<file path="src/rtl/if_fetch_req.sv">
// Fetch request generator: keeps a PC, issues word reads under a credit limit, pairs each
// response with its snpc and buffers it for IF. Optional perf counters under FETCH_PERF_EN.
module if_fetch_req #(
  parameter logic [31:0] RESET_PC = 32'h8000_0000,
  parameter int unsigned DEPTH    = 2
) (
  input  logic        clk,
  input  logic        rst,
  input  logic        pc_opt,
  input  logic [31:0] redirect_pc,
  output logic        mem_ar_valid,
  input  logic        mem_ar_ready,
  output logic [31:0] mem_ar_addr,
  input  logic        mem_r_valid,
  input  logic [31:0] mem_r_data,
  output logic        mem_r_ready,
  output logic        AR_valid,
  output logic [31:0] AR_inst,
  output logic [31:0] PC_snpc,
  input  logic        IF_ready,
  output logic [31:0] perf_fetch,
  output logic [31:0] perf_drop
);

  localparam int unsigned   PW       = (DEPTH > 1) ? $clog2(DEPTH) : 1;
  localparam int unsigned   CW       = $clog2(DEPTH + 1);
  localparam logic [PW-1:0] LAST_PTR = PW'(DEPTH - 1);
  localparam logic [CW:0]   DEPTH_C  = (CW + 1)'(DEPTH);

  function automatic logic [PW-1:0] ptr_next(input logic [PW-1:0] p);
    if (p == LAST_PTR) ptr_next = '0;
    else               ptr_next = p + PW'(1);
  endfunction

  logic [31:0]   pc_q, pc_d;
  logic [CW-1:0] inflight_q, inflight_d;
  logic [CW-1:0] count_q, count_d;
  logic [CW-1:0] drop_q, drop_d;
  logic [PW-1:0] tag_wp_q, tag_wp_d, tag_rp_q, tag_rp_d;
  logic [PW-1:0] head_q, head_d, tail_q, tail_d;
  logic [31:0]   tag_mem_q  [DEPTH];
  logic [31:0]   buf_inst_q [DEPTH];
  logic [31:0]   buf_snpc_q [DEPTH];

  logic ar_hs_s, discard_s, push_s, pop_s;

  // A response is discarded while drops are owed or when a redirect lands on it.
  assign ar_hs_s      = mem_ar_valid & mem_ar_ready;
  assign discard_s    = mem_r_valid & (pc_opt | (drop_q != '0));
  assign push_s       = mem_r_valid & ~discard_s;
  assign pop_s        = AR_valid & IF_ready;

  assign mem_ar_valid = rst & (({1'b0, inflight_q} + {1'b0, count_q}) < DEPTH_C);
  assign mem_ar_addr  = pc_q;
  assign mem_r_ready  = 1'b1;
  assign AR_valid     = (count_q != '0);
  assign AR_inst      = AR_valid ? buf_inst_q[head_q] : 32'h0000_0000;
  assign PC_snpc      = AR_valid ? buf_snpc_q[head_q] : 32'h0000_0000;

  // Next-state for PC, credit counters, drop tracking and queue pointers.
  always_comb begin
    pc_d       = pc_q;
    inflight_d = inflight_q + CW'(ar_hs_s) - CW'(mem_r_valid);
    count_d    = count_q;
    drop_d     = drop_q;
    tag_wp_d   = ar_hs_s ? ptr_next(tag_wp_q) : tag_wp_q;
    tag_rp_d   = mem_r_valid ? ptr_next(tag_rp_q) : tag_rp_q;
    head_d     = head_q;
    tail_d     = tail_q;
    if (pc_opt) begin
      // Every fetch still outstanding after this edge belongs to the old path.
      pc_d    = redirect_pc & 32'hFFFF_FFFC;
      drop_d  = inflight_d;
      count_d = '0;
      head_d  = '0;
      tail_d  = '0;
    end else begin
      pc_d    = ar_hs_s ? (pc_q + 32'd4) : pc_q;
      count_d = count_q + CW'(push_s) - CW'(pop_s);
      head_d  = pop_s ? ptr_next(head_q) : head_q;
      tail_d  = push_s ? ptr_next(tail_q) : tail_q;
      if (mem_r_valid && (drop_q != '0)) drop_d = drop_q - CW'(1);
      else                               drop_d = drop_q;
    end
  end

  // State registers plus tag queue and response buffer storage.
  always_ff @(posedge clk or negedge rst) begin
    if (!rst) begin
      pc_q       <= RESET_PC;
      inflight_q <= '0;
      count_q    <= '0;
      drop_q     <= '0;
      tag_wp_q   <= '0;
      tag_rp_q   <= '0;
      head_q     <= '0;
      tail_q     <= '0;
      for (int i = 0; i < int'(DEPTH); i++) begin
        tag_mem_q[i]  <= 32'h0000_0000;
        buf_inst_q[i] <= 32'h0000_0000;
        buf_snpc_q[i] <= 32'h0000_0000;
      end
    end else begin
      pc_q       <= pc_d;
      inflight_q <= inflight_d;
      count_q    <= count_d;
      drop_q     <= drop_d;
      tag_wp_q   <= tag_wp_d;
      tag_rp_q   <= tag_rp_d;
      head_q     <= head_d;
      tail_q     <= tail_d;
      if (ar_hs_s) tag_mem_q[tag_wp_q] <= pc_q;
      if (push_s) begin
        buf_inst_q[tail_q] <= mem_r_data;
        buf_snpc_q[tail_q] <= tag_mem_q[tag_rp_q] + 32'd4;
      end
    end
  end

`ifdef FETCH_PERF_EN
  logic [31:0] perf_fetch_q, perf_drop_q;

  // Saturating delivery and discard counters.
  always_ff @(posedge clk or negedge rst) begin
    if (!rst) begin
      perf_fetch_q <= 32'h0000_0000;
      perf_drop_q  <= 32'h0000_0000;
    end else begin
      if (pop_s && !pc_opt && (perf_fetch_q != 32'hFFFF_FFFF)) perf_fetch_q <= perf_fetch_q + 32'd1;
      if (discard_s && (perf_drop_q != 32'hFFFF_FFFF))         perf_drop_q  <= perf_drop_q + 32'd1;
    end
  end

  assign perf_fetch = perf_fetch_q;
  assign perf_drop  = perf_drop_q;
`else
  assign perf_fetch = 32'h0000_0000;
  assign perf_drop  = 32'h0000_0000;
`endif

endmodule

</file>
<file path="config.mk">
export PLATFORM = sky130hd
export DESIGN_NAME = if_fetch_req
export DESIGN_NICKNAME = d
export VERILOG_FILES = /design/src/rtl/if_fetch_req.sv
export SDC_FILE = /design/constraint.sdc
export NUM_CORES = 1
export LEC_CHECK = 0
export ABC_AREA = 1
export ABC_CLOCK_PERIOD_IN_PS = 4100
export CAP_MARGIN = 15
export CORE_MARGIN = 2
export CORE_UTILIZATION = 55
export CTS_BUF_LIST = sky130_fd_sc_hd__clkbuf_4
export DETAILED_ROUTE_END_ITERATION = 6
export GPL_TIMING_DRIVEN = 0
export PLACE_DENSITY = 0.84
export SLEW_MARGIN = 10
export SYNTH_ARGS = -nofsm -noshare
export SYNTH_HDL_FRONTEND = slang
export SYNTH_SLANG_ARGS = --single-unit
</file>
<file path="constraint.sdc">
create_clock -name clk -period 4.1 [get_ports clk]
set_input_delay 0.41 -clock clk [delete_from_list [all_inputs] [get_ports clk]]
set_output_delay 0.41 -clock clk [all_outputs]
set_load 0.02 [all_outputs]
</file>
==> results of run 1 <==
## path summary, 6_finish.rpt
| path | slack [ns] | end | cells after the start |
|---|---|---|---|
| hold / removal | 0.16 | buf_inst_q[17]$_DFFE_PN0P_ | 2 |
| max in group asynchronous | 2.69 | mem_ar_addr[31]$_DFFE_PN1P_ | 4 |
| hold reg to reg | 0.48 | tag_mem_q[41]$_DFFE_PN0P_ | 2 |
| setup / recovery | 0.49 | PC_snpc[30] | 7 |
| setup reg to reg | 1.42 | drop_q[1]$_DFFE_PN0P_ | 13 |
| min in group clk | 0.17 | mem_ar_addr[24]$_DFFE_PN0P_ | 4 |
## report_power, final
group | internal (mW) | total (mW) | switching [mW]
Sequential | 3.11 | 3.69 | 0.578
Combinational | 1.66 | 4.45 | 2.79
Clock | 0.964 | 1.88 | 0.916
Total | 5.73 | 10.0 | 4.29
## placed cells by master (no fill, tap or decap), types with 41 or more instances in the layout
| cell | n |
|---|---|
| clkbuf_1 | 41 |
| nand3_1 | 79 |
| clkbuf_4 | 87 |
| dfrtp_1 | 223 |
| buf_4 | 72 |
| a21oi_1 | 68 |
| inv_1 | 165 |
| clkdlybuf4s50_1 | 159 |
| o21ai_0 | 156 |
| nor2_1 | 64 |
| nand2_1 | 569 |
| conb_1 | 69 |
## layer usage
layer,wire length [microns],part of all wire [%],global-route usage [%],up-vias
met3,2330,7.1,4.51,69
met1,14100,43,38.1,5282
met2,15600,48,46.6,486
met5,0,0,0,-
met4,780,2.4,9.04,0
li1,-,-,-,5582
## state kept, by name, summed over array words and instances (netlist names), 2 cells and up
name and flops:
buf_inst_q 64, buf_snpc_q 60, tag_mem_q 60, mem_ar_addr 30
count_q 2, drop_q 2, inflight_q 2
## worst register-to-register path, stage by stage (launching register included)
cell     delay [ns]
dfrtp_1        0.40
nand2_1        0.07
inv_1          0.04
fa_1           0.45
nor3b_2        0.33
nand2_1        0.11
buf_2          0.22
ha_1           0.29
inv_1          0.04
ha_1           0.18
xnor2_1        0.16
xnor2_1        0.16
nor2_1         0.06
a21oi_1        0.11
## final cells by class
| cell class | count | area, sq um |
|---|---|---|
| fill | 1796 | 6590 |
| sequential | 224 | 5610 |
| multi-input combinational | 1159 | 5310 |
| timing repair buffer | 163 | 1670 |
| buffer | 142 | 872 |
| clock buffer | 87 | 653 |
| inverter | 171 | 647 |
| tap | 280 | 350 |
| clock inverter | 13 | 61.3 |
| antenna | 1 | 2.50 |
## kinds of logic (layout without fill, tap and decap cells)
logic type | Yosys count | after routing | share of synthesized area (%)
flops | 224 | 224 | 46.0
buf+inv | 313 | 576 | 12.5
mux | 2 | 2 | 0.185
compound gates | 264 | 264 | 11.4
simple gates | 784 | 784 | 26.7
xor+xnor | 32 | 32 | 2.30
fa+ha+maj | 8 | 8 | 0.883
other cells | 2 | 70 | 0.0617
## timing repair
action | CTS | global route
setup buffers | 0 | 0
hold buffers | 1 | 0
hold endpoints to repair | 41 | 0
## metrics by stage
step	TNS, ns	area (sq um)	std cells	util (%)
after floorplan	0	12400	1696	-
after global placement	-2013.94	14400	2136	66.1
after detailed placement	0	14400	2138	66.4
after CTS	0	15200	2239	69.7
after global routing	0	15200	2240	69.7
final	0	15200	2240	69.7
==> summary.md, run 1 <==
| Metric | Value |
|---|---|
| Final net count | `1997` |
| Static leakage | `7.41 nW` |
| Clock buffer depth | `3` |
| Core ar. | `21800 sq um` |
| H-Tree Depth | `2` |
| Clock transition at path regs | `0.07 ns` |
| DRC viols | `0` |
| Final worst slack | `0.493 ns` |
| Share of Yosys cell area claimed by the top area cell type | `45.8%` |
| Largest net degree at the start of global routing | `109` |
| Worst path cell trace | `clkbuf_1 > inv_1 > clkbuf_1 > clkbuf_1 > nand2_1 > a21oi_1 > clkdlybuf4s50_1` |
| Final GP Congestion | `0.936` |
| Kind of critical path | `reg -> out` |
| Largest delay share family, worst path | `buffers and inverters` |
| Cell repeated most along the worst path | `clkbuf_1` |
| Synth warn | `0` |
| GRT overflow | `0` |
| Post-Syn Area | `12200 sq um` |
| Pre-CTS worst setup slack | `1.07 ns` |
| Synthesis-stage register bit count | `224` |
| Max Fanout on Critical Path | `10` |
| Hold/Removal Path Class | `in -> async` |
| Crit path from | `head_q$_DFFE_PN0P_` |
| Data required time at the worst endpoint | `3.69 ns` |
| Final Cycle Share | `88.0%` |
| CP max-delay cell | `clkdlybuf4s50_1` |
| CTS Buf Count | `58` |
| Crit path buf inv count | `5` |
| Max Slew Vio Count | `0` |
| CTS tree | `built` |
| Row cnt | `54` |
| Power per cell area | `660 nW/um^2` |
| Peak supply drop | `0.400 mV` |
| Starting Density | `56.0%` |
| Die H | `153 microns` |
| Post-cts gate resize count | `0` |
| Syn Inst Count | `1629` |
| Post-DP HPWL | `23800 microns` |
| Routed wire length | `32900 microns` |
| F_max | `0.277 GHz` |
| Drt wl/cell | `14.7 microns` |
| I/O pins | `233` |
| Global-route wire length before repair | `53800 microns` |
| GRT Overall Usage | `28.1%` |
| Crit path time final | `3.61 ns` |
| Status | `finished, final reports clean` |
| Share of flip-flops with an asynchronous set or reset | `100%` |
| Die area | `23400 sq um` |
| Final setup viols | `0` |
| Share of cells above drive strength 1 | `12.8%` |
| Clk_skew | `0.0587 ns` |
| Yosys top cell by area | `dfrtp_1` |
| Hold WS | `0.163 ns` |
| Synth area leaders | `dfrtp_1 (46%), nand2_1 (18%), o21ai_0 (6.4%)` |
| Worst r2r src | `count_q[0]$_DFF_PN0_` |
| Number of routed nets with antenna violations | `0` |
| Area growth from synthesis to layout | `24.6%` |
| RSZ-0062 raised after global routing | `no` |
| Number of flops mapped to enable cells by yosys | `0` |
| Vias per cell | `5.10` |
| Startpoint types | `flop` |
| Relative slew slack | `58.5%` |
| Vias in the first global route | `11100` |
| Synth cell count leaders | `nand2_1 (569), dfrtp_1 (223), inv_1 (165), o21ai_0 (156), nand3_1 (79)` |
| Dominant synthesized flop cell | `dfrtp_1` |
| DRT Pass-1 Iters | `5` |
| Root Driver | `clkbuf_4` |
| Max-cap viol count | `0` |
| Dominant cell by count in the synthesized netlist | `nand2_1` |
| Detailed router's first-iteration violation count | `793` |
| Skew-Pair Late Insertion Delay | `0.72 ns` |
| CTS sink count | `224` |
| Fin. Hold Viols | `0` |
| Mean Syn Cell Area | `7.48 sq um` |
| Initial antenna violation count | `1` |
| Die W | `153 microns` |
| Actual transition at the worst max-transition pin | `0.622 ns` |
| Worst setup EP type | `primary output` |
| Pwr Total | `10.0 mW` |
| Sequential cell area fraction in the yosys report | `46.0%` |
| Critical Path AT | `3.20 ns` |
| Buffers on Ports | `160` |
| Crit-path max cell delay | `0.64 ns` |
| Total vias in the final route | `11400` |
| Count of cell types in the netlist | `39` |
(Power assumes the default switching activity.)
==> run 2, diff against run 1 <==
Settings changed: CORE_MARGIN 2 to unset.
==> summary.md, run 2 (synthesis gave the netlist of run 1 again) <==
| Metric | Value |
|---|---|
| Status | `finished, final reports clean` |
| Static leakage | `7.41 nW` |
| Total vias in the final route | `11300` |
| Top flop regs | `buf_inst_q x64, buf_snpc_q x60, tag_mem_q x60` |
| Final GP Congestion | `0.925` |
| GRT overflow | `0` |
| Number of routed nets with antenna violations | `0` |
| Commonest non-fill, non-tap cells in the layout | `nand2_1 (569), dfrtp_1 (223), inv_1 (165), clkdlybuf4s50_1 (159), o21ai_0 (156)` |
| H-Tree Depth | `2` |
| Fin. Hold Viols | `0` |
| Final setup viols | `0` |
| Worst r2r src | `count_q[0]$_DFF_PN0_` |
| RR Endpoint | `drop_q[1]$_DFFE_PN0P_` |
| Final Cycle Share | `88.0%` |
| Kind of critical path | `in -> out` |
| Area growth from synthesis to layout | `24.4%` |
| Top reg by flops | `buf_inst_q` |
| Final Core Density | `69.7%` |
| Drt wl/cell | `14.3 microns` |
| Die H | `151 microns` |
| Multi-input logic area | `5310 sq um` |
| Clk_skew | `0.0410 ns` |
| Core ar. | `21800 sq um` |
| Peak supply drop | `0.329 mV` |
| Register area | `5610 sq um` |
| Global-route wire length before repair | `52600 microns` |
| Crit path time final | `3.61 ns` |
| Vias in the first global route | `10900` |
| Die area | `22700 sq um` |
| DRT Pass-1 Iters | `7` |
| Largest register FFs | `64` |
| Power per cell area | `662 nW/um^2` |
| Fillers | `1780` |
| Max Slew Vio Count | `0` |
| Actual transition at the worst max-transition pin | `0.816 ns` |
| Register-to-Register Path Depth | `13` |
| Row cnt | `54` |
| Hold-critical path endpoint | `mem_ar_addr[24]$_DFFE_PN0P_` |
| Hold/Removal Path Class | `in -> reg` |
| Starting Density | `56.0%` |
| Vias per cell | `5.08` |
| Flop2flop setup slack | `1.42 ns` |
| Detailed router's first-iteration violation count | `803` |
| Max-cap viol count | `0` |
| Data required time at the worst endpoint | `3.69 ns` |
| Largest net degree at the start of global routing | `117` |
| Relative slew slack | `45.6%` |
| GRT Overall Usage | `29.2%` |
| Setup tns final | `0 ns` |
| Critical Path AT | `3.20 ns` |
| Hold Path Cell Cnt | `4` |
| CTS sink count | `224` |
| CTS Buf Count | `58` |
| Startpoint types | `primary input` |
| RSZ-0062 raised after global routing | `no` |
| Worst setup EP type | `primary output` |
| Max Fanout on Critical Path | `116` |
| F_max | `0.277 GHz` |
| Final worst slack | `0.492 ns` |
| DRC viols | `0` |
| Clock buffer depth | `3` |
| Pre-CTS worst setup slack | `0.673 ns` |
| Commonest non-fill, non-tap cell in the layout | `nand2_1` |
| Skew-Pair Late Insertion Delay | `0.70 ns` |
| Pwr Total | `10.0 mW` |
| I/O pins | `233` |
| Clock transition at path regs | `0.06 ns` |
| CTS tree | `built` |
| Root Driver | `clkbuf_4` |
| Hold path startpoint | `pc_opt` |
| Share of cells above drive strength 1 | `12.8%` |
| Post-DP HPWL | `23200 microns` |
| Initial antenna violation count | `1` |
| Die W | `151 microns` |
| Buffers on Ports | `160` |
| Final net count | `1996` |
| Routed wire length | `31900 microns` |
[run 2: through the flow]
stage,std cells,cell area [sq um],hold slack [ns]
3_3_place_gp,2136,14400,0.456
4_1_cts,2234,15200,0.143
6_report,2235,15200,0.183
2_1_floorplan,1696,12400,0.114
5_1_grt,2235,15200,0.182
3_5_place_dp,2137,14400,0.465
[run 2: how the worst max path moves through the flow]
stage | from | slack, ns | end | cells after the start
after floorplan | count_q[0]$_DFF_PN0_ | 1.44 | drop_q[1]$_DFFE_PN0P_ | 13
after global placement | rst | -6.50 | drop_q[1]$_DFFE_PN0P_ | 11
after detailed placement | rst | 0.67 | drop_q[1]$_DFFE_PN0P_ | 12
after CTS | rst | 0.42 | mem_ar_valid | 5
after global routing | rst | 0.23 | mem_ar_valid | 5
final | rst | 0.49 | mem_ar_valid | 5
[run 2: critical path: stages]
cell             delay (ns)
dlygate4sd3_1          0.56
buf_8                  0.60
buf_16                 0.47
nor3b_2                0.37
clkdlybuf4s50_1        0.66
[run 2: final cells by class]
| class | instances | share of cell area [%] |
|---|---|---|
| clock buffer | 91 | 4.51 |
| timing repair buffer | 162 | 10.8 |
| antenna | 1 | 0.0165 |
| multi-input combinational | 1159 | 35.0 |
| tap | 280 | 2.31 |
| buffer | 142 | 5.75 |
| sequential | 224 | 37.0 |
| inverter | 171 | 4.27 |
| clock inverter | 5 | 0.297 |
[run 2: per-layer routing]
metal	track usage, %	up-vias	routed length [microns]
li1	-	5564	-
met1	38.9	5243	13600
met2	47.8	464	15300
met3	4.55	72	2140
met4	11.6	0	948
met5	0	-	0
[run 2: what timing repair did]
item                      4_1_cts  5_1_grt
buffers inserted                0        0
hold buffers                    1        0
hold endpoints to repair      109        0
gates resized for setup         0        0
[run 2: power by group]
part	internal [mW]	switching, mW	total (mW)	leakage [nW]
Combinational	1.65	2.77	4.43	4.14
Clock	1.05	0.860	1.91	0.439
Sequential	3.11	0.583	3.69	2.83
Total	5.82	4.22	10.0	7.41
